**config.mk**
```make
export PLATFORM = sky130hd
export DESIGN_NAME = mem_port_arbiter
export DESIGN_NICKNAME = d
export VERILOG_FILES = /design/src/rtl/mem_arb_pkg.sv /design/src/rtl/mem_port_arbiter_rr_arb2.sv /design/src/rtl/mem_port_arbiter.sv
export SDC_FILE = /design/constraint.sdc
export NUM_CORES = 1
export LEC_CHECK = 0
export ABC_CLOCK_PERIOD_IN_PS = 2800
export CAP_MARGIN = 20
export CORE_AREA = 2 2 122 124
export CTS_BUF_LIST = sky130_fd_sc_hd__clkbuf_8 sky130_fd_sc_hd__clkbuf_16
export CTS_CLUSTER_SIZE = 28
export DETAILED_ROUTE_END_ITERATION = 10
export DIE_AREA = 0 0 124 126
export SLEW_MARGIN = 20
export SYNTH_ARGS = -nofsm -noshare
export SYNTH_HDL_FRONTEND = slang
export SYNTH_SLANG_ARGS = --single-unit
```
**constraint.sdc**
```tcl
create_clock -name i_clk -period 2.8 [get_ports i_clk]
set_clock_uncertainty 0.2 [all_clocks]
set_input_delay 0.56 -clock i_clk [delete_from_list [all_inputs] [get_ports i_clk]]
set_output_delay 0.56 -clock i_clk [all_outputs]
set_load 0.05 [all_outputs]
```
**src/rtl/mem_arb_pkg.sv**
```systemverilog
// Shared types for the data-memory port arbiter: FSM states, requester ids
// and the muxed memory command bundle.
package mem_arb_pkg;

  localparam int unsigned CMD_ADDR_W = 32;
  localparam int unsigned CMD_DATA_W = 32;
  localparam int unsigned CMD_MASK_W = CMD_DATA_W / 8;

  typedef enum logic {
    ARB      = 1'b0,
    DBG_LOCK = 1'b1
  } arb_state_e;

  typedef enum logic {
    REQ_CORE = 1'b0,
    REQ_DBG  = 1'b1
  } requester_e;

  typedef struct packed {
    logic [CMD_ADDR_W-1:0] addr;
    logic [CMD_DATA_W-1:0] wdata;
    logic                  wren;
    logic [CMD_MASK_W-1:0] bmask;
  } mem_cmd_t;

  // Loser of a two-way grant; used as the next round-robin priority.
  function automatic requester_e loser_of(input logic [1:0] gnt);
    return gnt[0] ? REQ_DBG : REQ_CORE;
  endfunction

endpackage

```
**src/rtl/mem_port_arbiter_rr_arb2.sv**
```systemverilog
// Two-way round-robin arbiter: combinational grant from the request pair and a
// registered priority pointer that hands priority to whoever lost last time.
module rr_arb2
  import mem_arb_pkg::*;
(
  input  logic       clk,
  input  logic       reset,
  input  logic [1:0] req,
  input  logic       update,
  input  logic       force_core,
  output logic [1:0] gnt
);

  requester_e ptr;

  always_comb begin
    gnt = req;
    if (req == 2'b11) begin
      gnt = (ptr == REQ_CORE) ? 2'b01 : 2'b10;
    end
  end

  always_ff @(posedge clk) begin
    if (reset) begin
      ptr <= REQ_CORE;
    end else if (force_core) begin
      ptr <= REQ_CORE;
    end else if (update && (gnt != 2'b00)) begin
      ptr <= loser_of(gnt);
    end
  end

endmodule

```
**src/rtl/mem_port_arbiter.sv**
```systemverilog
// Shares the LSU data-memory port between the core and the debug/loader
// master: round-robin arbitration, debug lock mode, 1-cycle response routing.
module mem_port_arbiter
  import mem_arb_pkg::*;
#(
  parameter int unsigned ADDR_W = CMD_ADDR_W,
  parameter int unsigned DATA_W = CMD_DATA_W
) (
  input  logic                i_clk,
  input  logic                i_reset,
  input  logic                i_core_req,
  input  logic [ADDR_W-1:0]   i_core_addr,
  input  logic [DATA_W-1:0]   i_core_wdata,
  input  logic                i_core_wren,
  input  logic [DATA_W/8-1:0] i_core_bmask,
  output logic                o_core_gnt,
  output logic                o_core_rvld,
  output logic [DATA_W-1:0]   o_core_rdata,
  input  logic                i_dbg_req,
  input  logic [ADDR_W-1:0]   i_dbg_addr,
  input  logic [DATA_W-1:0]   i_dbg_wdata,
  input  logic                i_dbg_wren,
  input  logic [DATA_W/8-1:0] i_dbg_bmask,
  input  logic                i_dbg_lock,
  output logic                o_dbg_gnt,
  output logic                o_dbg_rvld,
  output logic [DATA_W-1:0]   o_dbg_rdata,
  output logic                o_mem_en,
  output logic [ADDR_W-1:0]   o_mem_addr,
  output logic [DATA_W-1:0]   o_mem_wdata,
  output logic                o_mem_wren,
  output logic [DATA_W/8-1:0] o_mem_bmask,
  input  logic [DATA_W-1:0]   i_mem_rdata,
  output logic                o_locked
);

  arb_state_e state;
  logic       locked_q;
  logic       rsp_vld_q;
  requester_e rsp_owner_q;

  logic [1:0] rr_gnt;
  logic       core_gnt;
  logic       dbg_gnt;
  logic       rsp_live;
  mem_cmd_t   core_cmd;
  mem_cmd_t   dbg_cmd;
  mem_cmd_t   mem_cmd;

  rr_arb2 u_rr_arb2 (
    .clk        (i_clk),
    .reset      (i_reset),
    .req        ({i_dbg_req, i_core_req}),
    .update     (state == ARB),
    .force_core ((state == DBG_LOCK) && !i_dbg_lock),
    .gnt        (rr_gnt)
  );

  // The round-robin result only applies in ARB; in DBG_LOCK debug owns the port.
  always_comb begin
    core_gnt = 1'b0;
    dbg_gnt  = 1'b0;
    if (!i_reset) begin
      if (state == ARB) begin
        core_gnt = rr_gnt[0];
        dbg_gnt  = rr_gnt[1];
      end else begin
        dbg_gnt  = i_dbg_req;
      end
    end
  end

  always_ff @(posedge i_clk) begin
    if (i_reset) begin
      state    <= ARB;
      locked_q <= 1'b0;
    end else begin
      case (state)
        ARB: begin
          if (dbg_gnt && i_dbg_lock) begin
            state    <= DBG_LOCK;
            locked_q <= 1'b1;
          end
        end
        DBG_LOCK: begin
          if (!i_dbg_lock) begin
            state    <= ARB;
            locked_q <= 1'b0;
          end
        end
        default: begin
          state    <= ARB;
          locked_q <= 1'b0;
        end
      endcase
    end
  end

  always_ff @(posedge i_clk) begin
    if (i_reset) begin
      rsp_vld_q   <= 1'b0;
      rsp_owner_q <= REQ_CORE;
    end else begin
      rsp_vld_q   <= (core_gnt && !i_core_wren) || (dbg_gnt && !i_dbg_wren);
      rsp_owner_q <= dbg_gnt ? REQ_DBG : REQ_CORE;
    end
  end

  assign core_cmd = '{addr: i_core_addr, wdata: i_core_wdata,
                      wren: i_core_wren, bmask: i_core_bmask};
  assign dbg_cmd  = '{addr: i_dbg_addr, wdata: i_dbg_wdata,
                      wren: i_dbg_wren, bmask: i_dbg_bmask};

  always_comb begin
    mem_cmd = '0;
    if (core_gnt) begin
      mem_cmd = core_cmd;
    end else if (dbg_gnt) begin
      mem_cmd = dbg_cmd;
    end
  end

  assign o_core_gnt  = core_gnt;
  assign o_dbg_gnt   = dbg_gnt;
  assign o_mem_en    = core_gnt | dbg_gnt;
  assign o_mem_addr  = mem_cmd.addr;
  assign o_mem_wdata = mem_cmd.wdata;
  assign o_mem_wren  = mem_cmd.wren;
  assign o_mem_bmask = mem_cmd.bmask;
  assign o_locked    = locked_q & ~i_reset;

  // Gating with reset drops any response still pending when reset arrives.
  assign rsp_live     = rsp_vld_q & ~i_reset;
  assign o_core_rvld  = rsp_live && (rsp_owner_q == REQ_CORE);
  assign o_dbg_rvld   = rsp_live && (rsp_owner_q == REQ_DBG);
  assign o_core_rdata = o_core_rvld ? i_mem_rdata : '0;
  assign o_dbg_rdata  = o_dbg_rvld ? i_mem_rdata : '0;

  a_one_gnt : assert property (@(posedge i_clk) !(o_core_gnt && o_dbg_gnt));
  a_one_rvld : assert property (@(posedge i_clk) !(o_core_rvld && o_dbg_rvld));
  a_lock_no_core : assert property (@(posedge i_clk) o_locked |-> !o_core_gnt);

endmodule
```
==> flow_metrics.tcl <==
set metrics [dict create \
    wl_um 13000 \
    use_met1 0.155 \
    min_path_type "reg -> reg" \
    yosys_register_bits 5 \
    grt_use_met2 0.321 \
    critical_path_class "in -> out" \
    fin_crit_sh 0.989 \
    num_vias 3002 \
    cts-root-buf "clkbuf_16" \
    cp-end-kind "output pin" \
    status "complete, no violations" \
    finalSetupViolations 0 \
    final_nets 705 \
    netSwitchingPower_uw 648 \
    clkPwrFrac 0.141 \
    post-route-drc-count 0 \
    busiest_layer "met2" \
    gp_congestion 0.827 \
    switching_share 0.390 \
    fin_cells 713 \
    regToRegSetupSlack_ns 0.06 \
    netlist_top_cells_area "a22o_1 43%, and2_1 29%, dfxtp_1 7.2%, buf_6 5.6%, buf_2 2.5%" \
    fmax_ghz 0.361 \
    num_antenna_cells 0 \
    final_max_slew_viol_count 0 \
    port_buffers 313 \
    clock_path_buffers 2 \
    cts_tree "built" \
    synthCells 183 \
    first_pass_iters 4 \
    first_iter_violations 75 \
    rows 44 \
    cp_slowest_cell "or3_4" \
    hpwlAfterDp_um 9990 \
    syn_area_um2 1400 \
    postCtsHoldBufs 0 \
    syn_nets 358 \
    path_buf_inv 7 \
    ir_worst_vdd_v 0.000178 \
    grt_pass1_vias 3256 \
    cp.required_ns 2.04 \
    synth.distinct_cells 20 \
    worst_slew_pin_slew_ns 0.264 \
    die_w_um 124 \
    grt_usage 0.156 \
    intPower_uw 1010 \
    mostFrequentLayoutCells "171 x clkdlybuf4s50_1, 151 x buf_12, 64 x and2_1, 45 x a22o_1, 29 x buf_4" \
    cp_common_cell "buf_12" \
    postSynthAreaPerCell_um2 7.64 \
    slowest_delay_ns 0.37 \
    timing.slew.headroom 0.823 \
    numCtsBuffers 3 \
    synth_top_cell_by_area "a22o_1" \
    crit_chain "buf_2 -> and2_4 -> or3_4 -> inv_8 -> buf_12 -> buf_12 -> buf_12 -> buf_16 -> a22o_1 -> buf_12" \
    antenna_found_initial 0 \
    coreArea_um2 14300 \
    powerDensity_nw_per_um2 237 \
    seqPwrFrac 0.049 \
    final_hold_viol_count 0 \
    grt_setup_unrepaired "yes" \
    grt_max_degree 44 \
    utilization 0.489 \
    die_area_um2 15600 \
    grt-ovfl-total 0 \
    clock-sinks 5 \
    critical_path_arrival_ns 2.01 \
    htreeDepth 1 \
    drive_above_1_share 0.427 \
    area_delta_synth_final_pct 400 \
    met3_usage 0.0444 \
    viasPerCell 4.21 \
    start_util 0.0976 \
    drtAntennaViolNets 0 \
    min_period_ns 2.77 \
    cp-start-kind "input pin" \
    max_cap_violations 0 \
    seq_area_frac_synth 0.0716 \
    finalPower_uw 1660 \
    clk_transition_reported_paths_ns 0.03 \
    num_io_pins 314 \
    die_y_um 126 \
    pwr-share-comb 0.811 \
    dp_cells 676 \
    cpLargestDelayFamily "buffers and inverters" \
    yosysWarnings 0 \
    grt_pass1_wl_um 18600 \
    clk_latency_ns 0.23 \
    synth_top_area_share 0.432 \
    final_common_cell "clkdlybuf4s50_1" \
    routedWlPerCell_um 18.2 \
    path_max_fanout 6 \
    leakagePower_uw 0.00290 \
]
per-layer routing:
| metal | share of wire | wire [µm] | vias up |
|---|---|---|---|
| li1 | - | - | 1385 |
| met1 | 0.32 | 4190 | 1421 |
| met2 | 0.57 | 7360 | 193 |
| met3 | 0.11 | 1400 | 3 |
| met4 | 0.0028 | 37 | 0 |
| met5 | 0 | 0 | - |
path summary, 6_finish.rpt:
check,start,end,depth (start not counted)
max,i_dbg_req,o_mem_wdata[1],10
min,locked_q,locked_q,2
max reg2reg,state,u_rr_arb2.ptr,17
min reg2reg,locked_q,locked_q,2
synthesized netlist by cell type:
cell type and number:
nand4_1 1, dfxtp_1 5, nor2b_1 1, inv_1 2
a21oi_1 4, a22o_1 69, and3b_1 1, a21boi_0 1
buf_6 7, buf_2 7, nor3b_2 1, inv_4 1
o21ai_0 2, clkbuf_1 6, nor3b_1 2, or3_4 1
nand2b_1 3, o32ai_1 1, and2_1 65, nor2_1 3
layout make-up:
type                            instances  area, µm²
Clock buffer                            3       75.1
Clock inverter                          1       3.75
Fill cell                            1266       7320
Inverter                                3       18.8
Multi-Input combinational cell        155       1380
Sequential cell                         5        101
Tap cell                              184        230
Timing Repair Buffer                  362       5190
logic make-up after synthesis:
family / after synthesis / synth area share
DFF: 5 / 0.0716
and+or+nand+nor: 78 / 0.355
buffers and inverters: 23 / 0.107
AOI/OAI and AO/OA: 77 / 0.466
registers in the layout, indices dropped and copies added, names as in the netlist:
register,cells
locked_q,1
rsp_owner_q,1
rsp_vld_q,1
state,1
u_rr_arb2.ptr,1
stage by stage:
step / worst slack [ns] / TNS, ns / hold WS (ns) / cell area, µm²
6_report: 0.0313 / 0 / 0.271 / 6990
5_1_grt: -0.0146 / -0.0323 / 0.303 / 6990
4_1_cts: 0.0203 / 0 / 0.275 / 6880
3_5_place_dp: -0.211 / -13.84 / 0.271 / 6220
3_3_place_gp: -0.216 / -12.71 / 0.250 / 6220
2_1_floorplan: 0.113 / 0 / 0.239 / 1400
repair_timing:
item | 4_1_cts | 5_1_grt
endpoints found under the setup margin | 134 | 27
buffers inserted | 23 | 2
cloned | 8 | 0
gates resized for setup | 36 | 14
pin swaps | 20 | 4
worst min-delay path: stages (launching register included):
cell     delay, ns
dfxtp_1       0.30
o21ai_0       0.06
a21oi_1       0.06
power by group through the flow:
stage / clock [µW] / combinational [µW] / sequential (µW)
after detailed placement: 0 / 1200 / 81.3
final: 233 / 1350 / 80.9
after floorplan: 0 / 474 / 80.3
after global placement: 0 / 1190 / 80.9
after CTS: 238 / 1330 / 80.3
after global routing: 243 / 1400 / 81.6
Note: power is estimated with default switching activity, not from simulation.
==> variant 1: new RTL, same settings <==
Reset style: asynchronous (`i_reset` and `reset`), changed in 3 clocked blocks.
--- a/src/rtl/mem_port_arbiter_rr_arb2.sv
+++ b/src/rtl/mem_port_arbiter_rr_arb2.sv
@@ -20,7 +20,7 @@
     end
   end
 
-  always_ff @(posedge clk) begin
+  always_ff @(posedge clk or posedge reset) begin
     if (reset) begin
       ptr <= REQ_CORE;
     end else if (force_core) begin
--- a/src/rtl/mem_port_arbiter.sv
+++ b/src/rtl/mem_port_arbiter.sv
@@ -70,7 +70,7 @@
     end
   end
 
-  always_ff @(posedge i_clk) begin
+  always_ff @(posedge i_clk or posedge i_reset) begin
     if (i_reset) begin
       state    <= ARB;
       locked_q <= 1'b0;
@@ -96,7 +96,7 @@
     end
   end
 
-  always_ff @(posedge i_clk) begin
+  always_ff @(posedge i_clk or posedge i_reset) begin
     if (i_reset) begin
       rsp_vld_q   <= 1'b0;
       rsp_owner_q <= REQ_CORE;
Function: no difference found for any inputs over 10 cycles, from zero or initial values and one cycle with i_reset high; that may be too few to reach the edited logic, so the function may still have changed.
==> variant 1 against the original RTL <==
- worst setup slack gained 24 ps
- sequential cell count is the same
- final cell count shrank 3.4%
- design area shrank 2.2%
- sequential share of layout area grew 0.38 points
- maximum frequency grew 0.87%
- synthesized area grew 6.4%
- power grew 11%
- non-clock buffer count shrank 31
- via count shrank 5.5%
- routed wire length grew 0.61%
- critical endpoint unchanged
- highest routed layer unchanged
==> variant 1: results (changes against the original RTL) <==
- Outcome: finished clean
- Slew HR: 84.5% (+2.2 points)
- Synthesized area per cell: 8.21 um2 (+7.5%)
- Post-DP HPWL: 9960 um (-0.28%)
- Number of global-route vias before repair: 3,137 (-3.7%)
- Nets: 681 (-3.4%)
- Setup WS pre-CTS: -259 ps (-48.1 ps)
- Final Wtd Congestion: 0.895 (+8.2%)
- Yosys cell types: 24 (+20%)
- Synth async-reset ratio: 100% (+100 points)
- Top FF cell, synth: dfrtp_1
- Worst path slowest cell: dlygate4sd2_1
- Data buffer area share: 69.9% (-4.3 points)
- Area of the multi-input gates: 0.00148 mm2 (+7.2%)
- Most frequent cells after synthesis: a22o_1 (69), and2_1 (64), clkbuf_1 (9)
- Peak fanout along the critical path: 19 (+13)
- H-tree levels: 1 (unchanged)
- Critical Path AT: 1980 ps (-30 ps)
- FF/Latch Area: 125 um2 (+23%)
- Share of cells above drive strength 1: 42.0% (-0.74 points)
- Multi-input gates: 154 (-0.65%)
- Post-Syn Nets: 356 (-0.56%)
- P_sw: 779 uW (+20%)
- Crit-path max cell delay: 270 ps (-100 ps)
- Non-clk invs: 11 (+8)
- First-pass GRT wire length: 18,700 um (+0.93%)
- Drt wl/cell: 19.0 um (+4.1%)
- Leak Pwr: 0.00286 uW (-1.5%)
- Sequential area share after synthesis: 8.42% (+1.3 points)
- Area contributors post-synth: a22o_1 (41%), and2_1 (27%), buf_12 (9.4%), dfrtp_1 (8.4%), clkbuf_1 (2.3%)
- DP Cell Count: 672 (-0.59%)
- Largest net degree at the start of global routing: 34 (-23%)
- Vias per cell: 4.12 (-2.2%)
- Initial DRC Count: 56 (-25%)
- DR vias: 2,837 (-5.5%)
- P_comb: 1530 uW (+13%)
- Post-synthesis compound-gate area fraction: 43.5% (-3.0 points)
- Gr usage total: 15.9% (+0.26 points)
- Filler cell count: 1,264 (-0.16%)
## variant 1: changes by cell type in the layout (fill, tap and decap cells not counted), sizes merged, moves of 3 or more
cell and change:
dfxtp -5, a21oi -3, buf -34, inv +8, dfrtp +5
## variant 1: tightest hold or removal path: stages, from the launching register on
cell,delay [ps]
dfrtp_1,360
nand2_1,50
o21ai_1,70
## variant 1: per-layer routing
| metal | GRT usage, % | part of all wire, % |
|---|---|---|
| met5 | 0 | 0 |
| met4 | 4.10 | 2.2 |
| met3 | 3.49 | 7.1 |
| met2 | 31.6 | 57 |
| met1 | 16.3 | 34 |
## variant 1: timing repair
action / 4_1_cts / 5_1_grt
hold endpoints to repair: 0 / 0
setup endpoints to repair: 136 / 0
hold buffers: 0 / 0
resized for setup: 62 / 0
setup buffers: 2 / 0
## variant 1: stage by stage
stage | util, % | cell area [um2]
after floorplan | - | 1490
after global placement | 43.4 | 6210
after detailed placement | 43.4 | 6210
after CTS | 47.8 | 6840
after global routing | 47.8 | 6840
final | 47.8 | 6840
## variant 1: final timing paths
check | startpoint | to | slack [ps] | depth (start not counted)
min | locked_q$_DFFE_PP0P_ | locked_q$_DFFE_PP0P_ | 330 | 2
max reg2reg | u_rr_arb2.ptr$_DFFE_PP0P_ | rsp_vld_q$_DFF_PP0_ | 1030 | 5
max | i_core_req | o_mem_wdata[1] | 60 | 8
max in group asynchronous | i_reset | u_rr_arb2.ptr$_DFFE_PP0P_ | 1760 | 5
min in group asynchronous | i_reset | state$_DFF_PP0_ | 530 | 5
min reg2reg | locked_q$_DFFE_PP0P_ | locked_q$_DFFE_PP0P_ | 330 | 2
## variant 1: logic make-up after synthesis
kind of cell	count (synthesis)
and+or+nand+nor	78
DFF	5
AOI/OAI and AO/OA	76
buffers and inverters	22
==> variant 2: new RTL, config.mk and constraints unchanged <==
Made on the original files. Change the package constant `CMD_DATA_W` from 32 to 40.
--- a/src/rtl/mem_arb_pkg.sv
+++ b/src/rtl/mem_arb_pkg.sv
@@ -3,7 +3,7 @@
 package mem_arb_pkg;
 
   localparam int unsigned CMD_ADDR_W = 32;
-  localparam int unsigned CMD_DATA_W = 32;
+  localparam int unsigned CMD_DATA_W = 40;
   localparam int unsigned CMD_MASK_W = CMD_DATA_W / 8;
 
   typedef enum logic {
Interface: changed (9 resized); port bits go from 314 to 365. No check against the original RTL was run, so the function may have changed too.
==> variant 2 against the original RTL <==
- worst setup slack improved by 23 ps
- sequential cell count stayed put
- routed wire length increased by 24%
- register-to-register slack improved by 1300 ps
- power rose by 12%
- maximum frequency rose by 0.82%
- critical endpoint is now o_mem_wdata[13]
- synthesized cell count grew 16%
- design area rose by 15%
- synthesized area grew 11%
==> variant 2: results (changes against the original RTL) <==
- Filler cell count: 1,146 (-9.5%)
- Clk pwr share: 12.8% (-1.3 points)
- Share of cells above drive strength 1: 43.3% (+0.57 points)
- Reg2Reg Depth: 4 (-13)
- Worst setup path start: i_core_req
- CP endpoint: o_mem_wdata[13]
- Initial DRC Count: 86 (+15%)
- Seq cells: 5 (unchanged)
- Actual slew at the worst max-slew pin: 332 ps (+67.9 ps)
- Critical Path AT: 1990 ps (-20 ps)
- Hold slack: 288 ps (+17.1 ps)
- Leak Pwr: 0.00334 uW (+15%)
- RR Endpoint: rsp_vld_q$_SDFF_PP0_
- Nets: 791 (+12%)
- Most frequent cells after synthesis: and2_1 (81), a22o_1 (78), clkbuf_1 (14)
- Post-synthesis compound-gate area fraction: 46.9% (+0.35 points)
- Data buffer area share: 72.6% (-1.6 points)
- Buffers added on ports: 364 (+16%)
- Flop-to-flop setup slack: 1340 ps (+1280 ps)
- Buffers excl. clock: 397 (+9.7%)
- RR Startpoint: u_rr_arb2.ptr$_SDFFE_PP0P_
- Outcome: finished clean
- Yosys cell types: 21 (+5.0%)
- Clock-cell share of area: 0.984% (-0.14 points)
- Number of gates resized after CTS: 51 (+42%)
- Sequential area share after synthesis: 6.44% (-0.73 points)
- Area contributors post-synth: a22o_1 (44%), and2_1 (33%), dfxtp_1 (6.4%), clkbuf_1 (3.4%), buf_2 (2.6%)
- Sw Share: 40.5% (+1.5 points)
- Multi-input gates: 180 (+16%)
[variant 2: cell families after synthesis]
logic type	count (synthesis)
flops	5
compound gates	86
buf+inv	27
simple gates	94
[variant 2: routing by layer]
layer	up-vias	wire length (um)	track usage [%]
met5	-	13	0
met4	2	110	2.25
met3	11	1350	3.26
met2	208	8620	35.6
met1	1515	5970	21.6
li1	1548	-	-
[variant 2: worst max-delay path, delay by kind of cell]
kind                   cells  cell delay [ps]
buffers and inverters      5              770
and+or+nand+nor            2              460
AOI/OAI and AO/OA          1              180
[variant 2: stage by stage]
| step | std cells | total power, uW | utilization (%) | worst slack [ps] | instance area, um2 |
|---|---|---|---|---|---|
| global route | 773 | 1910 | 56.0 | -9.90 | 8010 |
| detailed placement | 752 | 1460 | 49.9 | -278 | 7150 |
| global placement | 752 | 1450 | 49.9 | -261 | 7150 |
| floorplan | 212 | 611 | - | 2.92 | 1560 |
| CTS | 769 | 1820 | 54.4 | 12.6 | 7780 |
| finish | 773 | 1860 | 56.0 | 53.9 | 8010 |
